### config.mk
export PLATFORM = sky130hd
export DESIGN_NAME = tri_row_scanner
export DESIGN_NICKNAME = d
export VERILOG_FILES = /design/src/rtl/tri_row_scanner.sv
export SDC_FILE = /design/constraint.sdc
export NUM_CORES = 1
export LEC_CHECK = 0
export CORE_ASPECT_RATIO = 1.1
export CORE_UTILIZATION = 53
export DETAILED_ROUTE_END_ITERATION = 8
export GPL_ROUTABILITY_DRIVEN = 0
export PLACE_DENSITY = 0.93
export SYNTH_ARGS = -nofsm -noshare
export SYNTH_HDL_FRONTEND = slang
export SYNTH_SLANG_ARGS = --single-unit
### constraint.sdc
create_clock -name clk -period 14.53 [get_ports clk]
set_input_delay 2.906 -clock clk [delete_from_list [all_inputs] [get_ports clk]]
set_output_delay 2.906 -clock clk [all_outputs]
set_load 0.05 [all_outputs]
### src/rtl/tri_row_scanner.sv
// Captures a packed triangular-array snapshot and streams it out row by row
// with a strictly-lower-triangular mask, popcount and upper-triangle flag.
module tri_row_scanner #(
    parameter int N_ROWS = 8,
    parameter int ROW_W  = 16,
    localparam int IDX_W = (N_ROWS > 1) ? $clog2(N_ROWS) : 1,
    localparam int POP_W = $clog2(ROW_W + 1)
) (
    input  logic                      clk,
    input  logic                      rst,
    input  logic                      in_valid,
    output logic                      in_ready,
    input  logic [N_ROWS*ROW_W-1:0]   in_data,
    output logic                      out_valid,
    input  logic                      out_ready,
    output logic [IDX_W-1:0]          out_idx,
    output logic [ROW_W-1:0]          out_bits,
    output logic [POP_W-1:0]          out_pop,
    output logic                      out_upper_nz,
    output logic                      out_last,
    output logic                      busy
);

    typedef enum logic {
        IDLE = 1'b0,
        SCAN = 1'b1
    } state_t;

    state_t                    r_state;
    state_t                    w_state_nxt;
    logic [IDX_W-1:0]          r_row;
    logic [IDX_W-1:0]          w_row_nxt;
    logic [N_ROWS*ROW_W-1:0]   r_buf;
    logic [N_ROWS*ROW_W-1:0]   w_buf_nxt;
    logic [ROW_W-1:0]          w_row_bits;
    logic [ROW_W-1:0]          w_masked;
    logic [POP_W-1:0]          w_pop;
    logic                      w_upper;
    logic                      w_scan;
    logic                      w_at_last;

    always_ff @(posedge clk or posedge rst) begin
        if (rst) begin
            r_state <= IDLE;
            r_row   <= '0;
            r_buf   <= '0;
        end else begin
            r_state <= w_state_nxt;
            r_row   <= w_row_nxt;
            r_buf   <= w_buf_nxt;
        end
    end

    assign w_scan    = (r_state == SCAN);
    assign w_at_last = (r_row == IDX_W'(N_ROWS - 1));

    always_comb begin
        w_state_nxt = r_state;
        w_row_nxt   = r_row;
        w_buf_nxt   = r_buf;
        case (r_state)
            IDLE: begin
                if (in_valid) begin
                    w_buf_nxt   = in_data;
                    w_row_nxt   = '0;
                    w_state_nxt = SCAN;
                end
            end
            SCAN: begin
                if (out_ready) begin
                    if (w_at_last) begin
                        w_row_nxt   = '0;
                        w_state_nxt = IDLE;
                    end else begin
                        w_row_nxt = r_row + 1'b1;
                    end
                end
            end
            default: w_state_nxt = IDLE;
        endcase
    end

    // Row select, mask and popcount depend only on registered state,
    // so the presented row stays stable across stalls.
    always_comb begin
        w_row_bits = '0;
        w_masked   = '0;
        w_upper    = 1'b0;
        w_pop      = '0;
        for (int r = 0; r < N_ROWS; r++) begin
            if (r_row == IDX_W'(r)) begin
                w_row_bits = r_buf[r*ROW_W +: ROW_W];
            end
        end
        for (int b = 0; b < ROW_W; b++) begin
            if (b < int'(r_row)) begin
                w_masked[b] = w_row_bits[b];
            end else begin
                w_upper = w_upper | w_row_bits[b];
            end
        end
        for (int b = 0; b < ROW_W; b++) begin
            w_pop = w_pop + POP_W'(w_masked[b]);
        end
    end

    assign in_ready     = !w_scan;
    assign out_valid    = w_scan;
    assign busy         = w_scan;
    assign out_idx      = r_row;
    assign out_bits     = w_scan ? w_masked : '0;
    assign out_pop      = w_scan ? w_pop : '0;
    assign out_upper_nz = w_scan & w_upper;
    assign out_last     = w_scan & w_at_last;

endmodule

==> Yosys cells after proc, flatten, opt, wreduce, memory -nomap -nowiden <==
Cells that the tools add are included.
{ "op_classes": {"bitwise": 18, "multipliers": 0, "shift": 0, "n_reduce_logical": 4, "eq_ne": 9, "order_cmp": 7, "n_mux": 32, "addsub": 7, "div_mod_pow": 0} }
{ "op_table": {"columns": ["op", "n"], "rows": [
  ["$mux W16", 8],
  ["$mux W1", 17],
  ["$or A1 B1 Y1", 15],
  ["$eq A3 B3 Y1 const B", 4],
  ["$add A5 B1 Y5", 2],
  ["$lt A3 B3 Y1 const A", 3],
  ["$mux W3", 3],
  ["$mux W7", 1],
  ["$eq A3 B2 Y1 const B", 2],
  ["$lt A1 B3 Y1 const A", 2],
  ["$lt A2 B3 Y1 const A", 2],
  ["$pmux W3 S2", 1],
  ["$add A4 B1 Y5", 1],
  ["$mux W5", 1],
  ["$add A3 B1 Y4", 1],
  ["$ne A2 B2 Y1 const B", 2],
  ["$reduce_and A2 Y1", 2],
  ["$add A2 B1 Y3", 1],
  ["$add A3 B1 Y3 const B", 1],
  ["$eq A3 B1 Y1 const B", 1],
  ["$logic_not A3 Y1", 1],
  ["$add A1 B1 Y2", 1],
  ["$and A1 B1 Y1", 2],
  ["$pmux W1 S2", 1],
  ["other kinds (2)", 2]
]} }
{ "word_totals": {"memories": 0, "in_bits": 132, "latchBits": 0, "elab_cells": 80, "romBits": 0, "output_inout_bits": 29, "register_bits": 132, "ram_bits": 0} }

==> Logic depth before layout (Yosys ltp) <==
Gate-level depths: netlist (run 1).
{ "depth": {"depth_word": 32, "depth_mapped": 15, "ltp_nobuf": 12} }

==> Worst setup path after synthesis (run 1) <==
OpenSTA, ideal clock, no wires.
{ "synth_timing": {"path_kind": "reg-to-output", "from": "register r_row[0], in the netlist out_idx[0]", "to": "output out_pop[1]", "path_stages_with_launch": 16, "required_ns": 11.624, "slack_ns": 6.632, "t_arrival_ns": 4.992, "cell_sequence": "dfrtp_1 buf_6 clkbuf_1 inv_1 ha_1 buf_2 buf_2 a22oi_1 o21ai_0 a221oi_1 a211o_1 fa_1 fa_1 fa_1 fa_1 nor2_1"} }
{ "synth_via": {"elab_chain_len": 17} }
{ "synth_rtl": {"columns": ["item", "line", "text"], "rows": [
  ["from (decl)", "31", "logic [IDX_W-1:0] r_row;"],
  ["from (signal assigned)", "49", "r_row <= w_row_nxt;"],
  ["$logic_not A3 Y1", "91", "if (r_row == IDX_W'(r)) begin"],
  ["$mux W16 (8 in series)", "91", null],
  ["$mux W1", "96", "if (b < int'(r_row)) begin"],
  ["$add A1 B1 Y2", "103", "w_pop = w_pop + POP_W'(w_masked[b]);"],
  ["$add A2 B1 Y3", "103", null],
  ["$add A3 B1 Y4", "103", null],
  ["$add A4 B1 Y5", "103", null],
  ["$add A5 B1 Y5", "103", null],
  ["$add A5 B1 Y5 (*)", "103", null],
  ["$mux W5 (*)", "112", "assign out_pop = w_scan ? w_pop : '0;"],
  ["to (decl)", "18", "output logic [POP_W-1:0] out_pop,"]
]} }
Mark *: on every way between the ends. The rest lies on a longest branch, timed or not.

==> Final worst setup path (run 1) <==
{ "layout_timing": {"from": "register r_row[0], in the netlist out_idx[0]", "to": "output out_pop[2]"} }
The elaborated chain is that of the path after synthesis.

==> metrics.log, run 1 <==
[metrics] deepest clock path buffer count: 2
[metrics] min-delay worst type: reg -> reg
[metrics] insertion delay of the later-clocked pin in the worst-skew pair: about 420 ps
[metrics] number of distinct library cells after synthesis: 56
[metrics] antenna fix cells: 0
[metrics] pin count of the biggest net entering global routing: 83
[metrics] chip height: roughly 120 um
[metrics] final clock skew: between 3 and 4 ps
[metrics] effective utilization at floorplan: about 56%
[metrics] number of endpoints with negative hold slack in the final report: 0
[metrics] area inside the core boundary: about 11,000 um^2
[metrics] maximum capacitance violations: 0
[metrics] buffers inserted during post-CTS setup optimization: 0
[metrics] final count of negative-setup-slack endpoints: 0
[metrics] pin slew with the least headroom to its limit: 999 ps
[metrics] number of gates resized after cts: 0
[metrics] post-route minimum period: just over 9000 ps
[metrics] remaining routing DRC violations: 0
[metrics] floorplan die width: about 100 um
[metrics] Async SR Flop Fraction: 100%
[metrics] Fmax achieved: roughly 110 MHz
[metrics] overall power of the completed layout: around 1.8 mW
[metrics] clock buffers created by TritonCTS: 17
[metrics] Yosys top cell area share: approximately 54%
[metrics] library cell appearing most often on the critical path: sky130_fd_sc_hd__fa_1
[metrics] Root Driver: sky130_fd_sc_hd__clkbuf_16
[metrics] worst flop-to-flop path endpoint: r_buf[43]
[metrics] Hold Buf Count CTS: 0
[metrics] Area growth syn-to-layout: 33.8%
[metrics] delay contributed by the slowest stage of the critical path: approximately 850 ps
[metrics] source of the worst hold timing path: r_buf[106]
[metrics] router iterations before antenna repair: 6
[metrics] detailed-route vias per instance: 5.93
[metrics] per-instance average area after synthesis: 12.7 um^2
[metrics] via count of the first global-routing pass: ~4,800
[metrics] most frequent cells after synthesis: 132 x sky130_fd_sc_hd__dfrtp_1, 128 x sky130_fd_sc_hd__mux2_2, 23 x sky130_fd_sc_hd__nor2_1
[metrics] Leakage Power: between 3 and 4 nW
[metrics] Post-DRT Antenna Nets: 0
[metrics] worst min-delay path endpoint: r_buf[106]
[metrics] setup tns final: 0 ps
[metrics] sequential cell area: roughly 3300 um^2
[metrics] kind of critical path: reg -> out
[metrics] global-route wire length before repair: roughly 25,000 um
[metrics] #FFs+latches synth: 132
[metrics] clock tree from TritonCTS: done
[metrics] crit end category: output port
[metrics] Worst VDD drop: roughly 0.12 mV
[metrics] worst setup slack before clock tree synthesis: 5990 ps
[metrics] area enclosed by the die boundary: 12,100 um^2
[metrics] sum of net half-perimeters after detailed placement: about 11,000 um
[metrics] number of warnings printed during yosys synthesis: 0
[metrics] r2r startpoint: busy
[metrics] PortBufs: about 150
[metrics] post-synthesis sequential area ratio: roughly 54%
[metrics] hold-critical path depth: 1
[metrics] cell with the most instances after synthesis: sky130_fd_sc_hd__dfrtp_1
[metrics] list of cells traversed by the critical path: inv_1 > ha_1 > inv_1 > nand3_1 > a311oi_1 > a21oi_1 > o21ai_0 > fa_1 > fa_1 > fa_1 > fa_1 > nor2_1 > clkdlybuf4s50_1
[metrics] final setup slack of the worst path: approximately 5300 ps
[metrics] top cells by area, synth: sky130_fd_sc_hd__dfrtp_1 54%, sky130_fd_sc_hd__mux2_2 23%, sky130_fd_sc_hd__buf_4 1.5%
[metrics] hold_ws: about 500 ps
[metrics] layout net count: around 770
[metrics] mean routed wirelength per cell: around 20 um
[metrics] number of synthesized flops with an enable pin: 0
[metrics] maximum fanout count along the critical path: 23
[metrics] antenna violations before repair: 0
[metrics] wirelength, routed: 15,900 um
[metrics] total grt overflow: 0
[metrics] Filler Cells Inserted: 706
[metrics] clock slew at the register clock pins of the worst setup and hold paths: roughly 60 ps
[metrics] Tcrit/Tclk final: between 60% and 70%
[metrics] fraction of final layout cells with drive strength greater than 1: between 20% and 30%
[metrics] total standard cell area after synthesis: just over 6000 um^2
[metrics] prevailing post-synth register cell: sky130_fd_sc_hd__dfrtp_1
[metrics] total count of max-transition violations in the final report: 0
[metrics] Crit path buffers/inverters: 3
[metrics] largest area contributor in the synthesized netlist: sky130_fd_sc_hd__dfrtp_1
[metrics] FF-to-FF setup slack: ~12,000 ps
[metrics] power density over the cells: roughly 220 nW/um^2
[metrics] kind of launch point of the worst setup path: register
[metrics] crit path DAT: 6320 ps
[metrics] multi-input combinational cell area: approximately 2700 um^2
[metrics] data required time of the worst path: 11,620 ps
[metrics] Slowest-stage cell, CP: sky130_fd_sc_hd__clkdlybuf4s50_1
[metrics] number of sinks on the clock net: around 130
[metrics] H-tree depth reported by CTS: 4
[metrics] total global-route track usage: 27.7%
[metrics] total number of vias: ~4,700
[metrics] floorplan row count: 40
[metrics] number of I/O pins: roughly 160
[metrics] crit-path leading delay family: adder cells
[metrics] RSZ-0062 raised after global routing: false
[metrics] number of standard cells after synthesis: between 400 and 500
[metrics] count of routing violations after the opening detailed-route iteration: between 400 and 500
[metrics] result of the run: finished clean
[metrics] path depth of the worst reg2reg path: 4
[metrics] Max transition margin: around 33%
how the worst max path moves through the flow:
stage / depth (start not counted) / from / endpoint
floorplan: 15 / out_idx[0] / out_pop[1]
global placement: 13 / out_idx[0] / out_pop[1]
detailed placement: 13 / out_idx[0] / out_pop[1]
CTS: 13 / out_idx[0] / out_pop[2]
global route: 13 / out_idx[0] / out_pop[1]
finish: 13 / out_idx[0] / out_pop[2]
worst reg2reg max path: stages, from the launching register on:
cell and delay, ps:
sky130_fd_sc_hd__dfrtp_1 500, sky130_fd_sc_hd__nor2b_4 330, sky130_fd_sc_hd__buf_4 630, sky130_fd_sc_hd__buf_4 730
sky130_fd_sc_hd__mux2_2 470
flip-flops by register name (all words and copies together), names as in the netlist:
name / count
r_buf: 128
out_idx: 3
busy: 1
stage by stage:
step | cells | util (%) | cell area (um^2)
finish | 788 | 74.3 | 8260
floorplan | 498 | - | 6210
global route | 788 | 74.3 | 8260
detailed placement | 756 | 69.3 | 7700
CTS | 788 | 74.3 | 8260
global placement | 756 | 69.3 | 7700
cells in the final DEF, fill, tap and decap left out, types with 6 or more instances in the layout:
cell                              synthesis  final
sky130_fd_sc_hd__a21oi_1                 14     14
sky130_fd_sc_hd__dfrtp_1                132    132
sky130_fd_sc_hd__clkdlybuf4s50_1          0    149
sky130_fd_sc_hd__clkbuf_16                0     17
sky130_fd_sc_hd__conb_1                   1     11
sky130_fd_sc_hd__inv_1                    7      6
sky130_fd_sc_hd__nor4_1                   6      6
sky130_fd_sc_hd__nand3_1                  8      8
sky130_fd_sc_hd__mux2_2                 128    128
sky130_fd_sc_hd__nand2_1                 16     16
sky130_fd_sc_hd__o31ai_1                  8      8
sky130_fd_sc_hd__o21ai_0                 10     10
sky130_fd_sc_hd__nor2_1                  23     23
sky130_fd_sc_hd__nor3_1                   9      9
per-layer routing:
layer / wire length (um) / global-route usage, % / vias to the layer above
met1: 6280 / 33.8 / 2270
met4: 589 / 14.0 / 0
met2: 7670 / 45.9 / 285
met5: 0 / 0 / -
li1: - / - / 2062
met3: 1310 / 7.48 / 54
cell type report:
class | count | area share [%]
Multi-Input combinational cell | 318 | 32.4
Tap cell | 147 | 2.23
Clock inverter | 13 | 1.35
Inverter | 7 | 0.348
Timing Repair Buffer | 152 | 18.3
Sequential cell | 132 | 40.0
Clock buffer | 19 | 5.36
where the power goes:
group / switching [mW] / internal [mW]
clock: 0.157 / 0.238
combinational: 0.413 / 0.350
sequential: 0.137 / 0.547
cell families after synthesis:
group / synth area share (%)
AND/OR/NAND/NOR: 7.28
AO/OA/AOI/OAI: 9.63
buffers and inverters: 3.91
adder cells (fa/ha/maj): 2.11
other: 0.0607
flip-flops: 53.5
multiplexers: 23.5
Note: power is estimated with default switching activity, not from simulation.
==> run 2, diff against run 1 <==
--- a/config.mk
+++ b/config.mk
@@ -6,10 +6,10 @@
 export NUM_CORES = 1
 export LEC_CHECK = 0
 export CORE_ASPECT_RATIO = 1.1
-export CORE_UTILIZATION = 53
+export CORE_UTILIZATION = 44
 export DETAILED_ROUTE_END_ITERATION = 8
 export GPL_ROUTABILITY_DRIVEN = 0
-export PLACE_DENSITY = 0.93
+export PLACE_DENSITY = 0.83
 export SYNTH_ARGS = -nofsm -noshare
 export SYNTH_HDL_FRONTEND = slang
 export SYNTH_SLANG_ARGS = --single-unit
==> constraint.sdc (replaced) <==
create_clock -name clk -period 8.3 [get_ports clk]
set_input_delay 1.66 -clock clk [delete_from_list [all_inputs] [get_ports clk]]
set_output_delay 1.66 -clock clk [all_outputs]
set_load 0.05 [all_outputs]
==> metrics.log, run 2 (synthesized netlist as in run 1, its figures left out) <==
[metrics] buffers inserted during post-CTS setup optimization: 0 (unchanged)
[metrics] layer carrying the most global-route usage: met2
[metrics] router iterations before antenna repair: 5 (-1)
[metrics] kind of critical path: reg -> out
[metrics] power density over the cells: 394 nW/um^2 (+77%)
[metrics] sum of net half-perimeters after detailed placement: 11,900 um (+4.6%)
[metrics] overall power of the completed layout: 3.31 mW (+80%)
[metrics] total net switching power: 1.21 mW (+71%)
[metrics] clock tree from TritonCTS: done
[metrics] effective utilization at floorplan: 44.9% (-11 points)
[metrics] Area growth syn-to-layout: 36.0%
[metrics] data required time of the worst path: 6640 ps (-4980 ps)
[metrics] kind of launch point of the worst setup path: register
[metrics] list of cells traversed by the critical path: inv_1 > ha_1 > buf_4 > inv_1 > nand3_1 > a311oi_1 > a21oi_1 > o21ai_0 > fa_1 > fa_1 > fa_1 > fa_1 > nor2_1 > clkdlybuf4s50_1
[metrics] detailed-route vias per instance: 5.55 (-6.4%)
[metrics] antenna fix cells: 0 (unchanged)
[metrics] number of sinks on the clock net: 132 (unchanged)
[metrics] multi-input combinational cell area: 2670 um^2 (unchanged)
[metrics] number of endpoints with negative hold slack in the final report: 0 (unchanged)
[metrics] Leakage Power: 3.49 nW (+1.4%)
[metrics] clock buffers created by TritonCTS: 17 (unchanged)
[metrics] RSZ-0062 raised after global routing: false
[metrics] layout net count: 769 (+0.13%)
[metrics] sequential cell area: 3300 um^2 (unchanged)
[metrics] setup tns final: 0 ps (unchanged)
[metrics] worst min-delay path endpoint: r_buf[101]
[metrics] PortBufs: 149 (unchanged)
[metrics] portion of total power attributed to sequential cells: 36.3% (-0.8 points)
[metrics] via count of the first global-routing pass: 4,837 (+0.58%)
[metrics] floorplan row count: 45 (+13%)
[metrics] library cell appearing most often on the critical path: sky130_fd_sc_hd__fa_1
[metrics] pin slew with the least headroom to its limit: 968 ps (-30.7 ps)
[metrics] deepest clock path buffer count: 2 (unchanged)
[metrics] path depth of the worst reg2reg path: 4 (unchanged)
[metrics] Fmax achieved: around 130 MHz
[metrics] Crit path buffers/inverters: 4 (+1)
[metrics] total grt overflow: 0 (unchanged)
[metrics] fraction of met3 tracks used by global routing: 5.39% (-2.1 points)
[metrics] Tcrit/Tclk final: between 90 and 100%
[metrics] result of the run: finished clean
[metrics] final count of negative-setup-slack endpoints: 0 (unchanged)
[metrics] antenna violations before repair: 0 (unchanged)
[metrics] worst flop-to-flop path endpoint: r_buf[22]
[metrics] floorplan die width: 115 um (+9.6%)
[metrics] Largest register FFs: 128 (unchanged)
[metrics] hold-critical path depth: 1 (unchanged)
[metrics] Hold Buf Count CTS: 0 (unchanged)
[metrics] source of the worst hold timing path: r_buf[101]
[metrics] total global-route track usage: 23.5% (-4.2 points)
[metrics] area inside the core boundary: 13,700 um^2 (+24%)
[metrics] global-route wire length before repair: 25,700 um (+2.5%)
[metrics] count of routing violations after the opening detailed-route iteration: 335 (-17%)
[metrics] commonest non-fill, non-tap cell in the layout: sky130_fd_sc_hd__clkdlybuf4s50_1
[metrics] area enclosed by the die boundary: 14,500 um^2 (+20%)
[metrics] share of total power in the clock network: 24.0% (+2.6 points)
[metrics] final clock skew: 6.44 ps (+3.07 ps)
[metrics] clock slew at the register clock pins of the worst setup and hold paths: 50 ps (about the same)
[metrics] met2 track utilization from global routing: 38.6% (-7.3 points)
[metrics] chip height: 126 um (+9.6%)
[metrics] total count of max-transition violations in the final report: 0 (unchanged)
[metrics] Max transition margin: 35.4% (+2.0 points)
[metrics] most frequent cells in the layout: 149 x sky130_fd_sc_hd__clkdlybuf4s50_1, 132 x sky130_fd_sc_hd__dfrtp_1, 128 x sky130_fd_sc_hd__mux2_2
[metrics] Filler Cells Inserted: 1,117 (+58%)
[metrics] maximum fanout count along the critical path: 19 (-17%)
[metrics] delay contributed by the slowest stage of the critical path: 810 ps (-40 ps)
[metrics] H-tree depth reported by CTS: 4 (unchanged)
[metrics] insertion delay of the later-clocked pin in the worst-skew pair: 410 ps (about the same)
[metrics] pin count of the biggest net entering global routing: 81 (-2.4%)
[metrics] Worst VDD drop: 0.154 mV (+33%)
[metrics] mean routed wirelength per cell: 19.2 um (-4.4%)
[metrics] crit path DAT: 5930 ps (-390 ps)
[metrics] GRT met1 Usage: 30.0% (-3.9 points)
[metrics] crit-path leading delay family: adder cells
[metrics] wirelength, routed: 15,900 um (+0.54%)
[metrics] r2r startpoint: busy
[metrics] part of the power in combinational logic: 39.8% (-1.6 points)
[metrics] fraction of final layout cells with drive strength greater than 1: 25.9% (unchanged)
[metrics] crit end category: output port
[metrics] post-route minimum period: between 7000 and 8000 ps
[metrics] Root Driver: sky130_fd_sc_hd__clkbuf_16
[metrics] number of gates resized after cts: 0 (unchanged)
[metrics] sw frac: 36.5% (-1.9 points)
[metrics] total number of vias: 4,599 (-1.5%)
[metrics] Post-DRT Antenna Nets: 0 (unchanged)
[metrics] min-delay worst type: reg -> reg
[metrics] maximum capacitance violations: 0 (unchanged)
[metrics] internal power component: 2.10 mW (+85%)
[metrics] remaining routing DRC violations: 0 (unchanged)
[metrics] number of I/O pins: 161 (unchanged)
[metrics] FF-to-FF setup slack: 5590 ps (-6170 ps)
[metrics] Slowest-stage cell, CP: sky130_fd_sc_hd__clkdlybuf4s50_1
[metrics] register with the most flip-flops: r_buf
[run 2: cell count changes in the layout (fill, tap and decap cells not counted)]
cell,before,now
sky130_fd_sc_hd__clkinv_4,3,0
sky130_fd_sc_hd__clkinv_2,5,3
sky130_fd_sc_hd__clkbuf_8,1,4
sky130_fd_sc_hd__clkinvlp_4,4,2
sky130_fd_sc_hd__buf_4,3,4
sky130_fd_sc_hd__bufinv_16,1,4
[run 2: worst max path at each step]
stage                     from         end  slack [ps]  cells after the start
CTS                 out_idx[0]  out_pop[1]         780                     14
floorplan           out_idx[0]  out_pop[1]        1650                     15
global placement    out_idx[0]  out_pop[1]        1390                     14
finish              out_idx[0]  out_pop[1]         710                     14
global route        out_idx[0]  out_pop[1]         460                     14
detailed placement  out_idx[0]  out_pop[1]        1220                     14
[run 2: per-stage QoR]
step | hold slack, ps | instances | utilization, % | worst slack [ps] | cell area [um^2]
floorplan | 471 | 498 | - | 1650 | 6210
global route | 514 | 829 | 61.1 | 456 | 8400
detailed placement | 490 | 798 | 56.5 | 1220 | 7760
CTS | 505 | 829 | 61.1 | 782 | 8400
finish | 501 | 829 | 61.1 | 713 | 8400
global placement | 483 | 798 | 56.5 | 1390 | 7760
[run 2: final cells by class]
cell class | count | area share, %
Clock buffer | 22 | 5.77
Clock inverter | 9 | 1.79
Inverter | 7 | 0.343
Multi-Input combinational cell | 318 | 31.8
Sequential cell | 132 | 39.3
Tap cell | 188 | 2.80
Timing Repair Buffer | 153 | 18.1
[run 2: routing by layer]
metal	share of wire, %	vias to the layer above
met5	0	-
met4	3.4	0
met3	7.2	45
met2	49	257
met1	41	2246
li1	-	2051
[run 2: power groups by stage]
| stage | Clock, mW | Combinational (mW) | Sequential [mW] |
|---|---|---|---|
| 2_1_floorplan | 0 | 0.963 | 1.11 |
| 3_3_place_gp | 0 | 1.26 | 1.18 |
| 3_5_place_dp | 0 | 1.30 | 1.20 |
| 4_1_cts | 0.803 | 1.31 | 1.19 |
| 5_1_grt | 0.833 | 1.42 | 1.23 |
| 6_report | 0.793 | 1.32 | 1.20 |
==> RTL edit: new RTL, flow settings as in run 2 <==
The parameter `ROW_W` goes from 16 to 32.
--- a/src/rtl/tri_row_scanner.sv
+++ b/src/rtl/tri_row_scanner.sv
@@ -2,7 +2,7 @@
 // with a strictly-lower-triangular mask, popcount and upper-triangle flag.
 module tri_row_scanner #(
     parameter int N_ROWS = 8,
-    parameter int ROW_W  = 16,
+    parameter int ROW_W  = 32,
     localparam int IDX_W = (N_ROWS > 1) ? $clog2(N_ROWS) : 1,
     localparam int POP_W = $clog2(ROW_W + 1)
 ) (
Ports: changed (resized in_data, out_bits and out_pop); port bits go from 161 to 306. No check against the original RTL was run, so the function may have changed too.
==> RTL edit against run 2 <==
Combinational power increased by 72%. Critical endpoint unchanged. Register-to-register slack got worse by 0.13 ns. Total power is 80% higher. Wire length increased by 120%. Die area rose by 97%. Worst hold slack worse by 0.00057 ns. Largest cell class unchanged. Cell area increased by 92%. Largest power group is now sequential cells. Non-clock buffer count grew 133. Setup slack worse by 0.027 ns. Sequential cell count rose by 128. Area after synthesis rose by 99%. Sequential power grew 99%.
==> RTL edit: results (changes against run 2) <==
| Metric | Value |
|---|---|
| Worst-path clk slew | `0.06 ns` |
| Synth warn | `0 (unchanged)` |
| Total track usage | `0.249 (+0.0141)` |
| H-tree levels | `1 (-3)` |
| Filler cells | `2,209 (+98%)` |
| DR iter-0 viols | `918 (+170%)` |
| DR pass1 iterations | `6 (+1)` |
| Pre-CTS setup slack | `1.37 ns (+0.157 ns)` |
| Clock Path Buffers | `3 (+1)` |
| Synth cell count leaders | `dfrtp_1, mux2_2, o21ai_0` |
| Dpl cells | `1,569 (+97%)` |
| DR WL met2 | `16,800 µm (+120%)` |
| Synth area leaders | `dfrtp_1, mux2_2, o21ai_0` |
| Syn Inst Count | `997 (+100%)` |
| First-pass GRT wire length | `54,400 µm (+110%)` |
| Placed cell areas | `15,200 µm² (+95%)` |
| CTS buffer count | `28 (+11)` |
| Share of cells above drive strength 1 | `0.262 (+0.00310)` |
| Ys flop type | `dfrtp_1` |
| VDD IR max | `243 µV (+57%)` |
| Pleak | `6.65 nW (+91%)` |
| Via count | `9,197 (+100%)` |
| Post-CTS Resized | `0 (unchanged)` |
| Met1 WL | `13,800 µm (+110%)` |
| Vias in the first global route | `9,389 (+94%)` |
| Largest register by flop count | `r_buf` |
| Slew @ Worst Pin | `1.02 ns (+0.0564 ns)` |
| Uppermost routed layer | `met5` |
| Status | `complete, no violations` |
| Final Skew | `0.00994 ns (+0.00349 ns)` |
| Vias per inst | `5.67 (+2.1%)` |
| PortBufs | `277 (+86%)` |
| Post-DP HPWL | `26,000 µm (+120%)` |
| Area of the multi-input gates | `5290 µm² (+98%)` |
| Synth unique cells | `73 (+30%)` |
| Max reg flops | `256 (+100%)` |
| Antenna violations before repair | `6 (+6)` |
| Nets | `1,510 (+96%)` |
| Worst skew pair latency | `0.54 ns (+0.13 ns)` |
| Worst-path fanout max | `41 (+22)` |
| Met3 routed WL | `3410 µm (+200%)` |
| Fin. Hold Viols | `0 (unchanged)` |
| Setup Buffers After CTS | `0 (unchanged)` |
| Root buf cell | `clkbuf_16` |
| WL/cell | `21.9 µm (+14%)` |
| Synth async-reset ratio | `1.00 (unchanged)` |
| Post-synthesis sequential area ratio | `0.530 (-0.00494)` |
| Largest net degree at the start of global routing | `180 (+120%)` |
[RTL edit: cell count changes after synthesis, sizes merged, moves of 21 or more]
cell / before / now
mux2: 128 / 255
nand2: 16 / 42
clkbuf: 17 / 42
dfrtp: 132 / 260
buf: 24 / 56
a21oi: 14 / 35
nor2: 23 / 50
o21ai: 12 / 59
[RTL edit: area by class of cell]
class | instances | share of cell area
well taps | 357 | 0.0277
clock buffers | 42 | 0.0512
clock inverters | 9 | 0.00784
repair buffers | 286 | 0.178
flip-flops and latches | 260 | 0.404
inverters | 8 | 0.00210
diodes | 3 | 0.000466
multi-input cells | 658 | 0.329
[RTL edit: metal layers]
| metal | up-vias | GRT usage |
|---|---|---|
| li1 | 4063 | - |
| met1 | 4491 | 0.313 |
| met2 | 523 | 0.405 |
| met3 | 112 | 0.0698 |
| met4 | 8 | 0.101 |
| met5 | - | 0 |
[RTL edit: logic make-up after synthesis]
family | after synthesis | share of synthesized area
AO/OA/AOI/OAI | 180 | 0.0979
flip-flops | 260 | 0.530
multiplexers | 259 | 0.237
AND/OR/NAND/NOR | 183 | 0.0761
other | 1 | 0.000306
buffers and inverters | 106 | 0.0478
adder cells (fa/ha/maj) | 8 | 0.0106
[RTL edit: where the power goes]
| part | switching, mW | internal, mW |
|---|---|---|
| logic | 1.17 | 1.10 |
| clock network | 0.506 | 0.776 |
| registers | 0.500 | 1.89 |
| total | 2.18 | 3.77 |
[RTL edit: worst max-delay path: stages (launching register included)]
cell,delay (ns)
dfrtp_1,0.95
ha_2,0.87
and2_1,0.48
nor2_1,0.11
o21ai_0,0.12
nor2_1,0.07
a211oi_1,0.36
nand2b_1,0.18
fa_1,0.47
fa_1,0.54
fa_1,0.45
fa_1,0.44
nor2_1,0.18
buf_12,0.17
[RTL edit: worst paths after layout]
path	from	to	slack, ns	cells past startpoint
worst max register to register	busy	r_buf[171]	5.46	4
worst max-delay path	out_idx[1]	out_pop[1]	0.69	13
min in group asynchronous	rst	r_buf[255]	1.75	3
max in group asynchronous	rst	r_buf[63]	4.92	4
worst min register to register	r_buf[45]	r_buf[45]	0.50	1
worst min-delay path	r_buf[45]	r_buf[45]	0.50	1
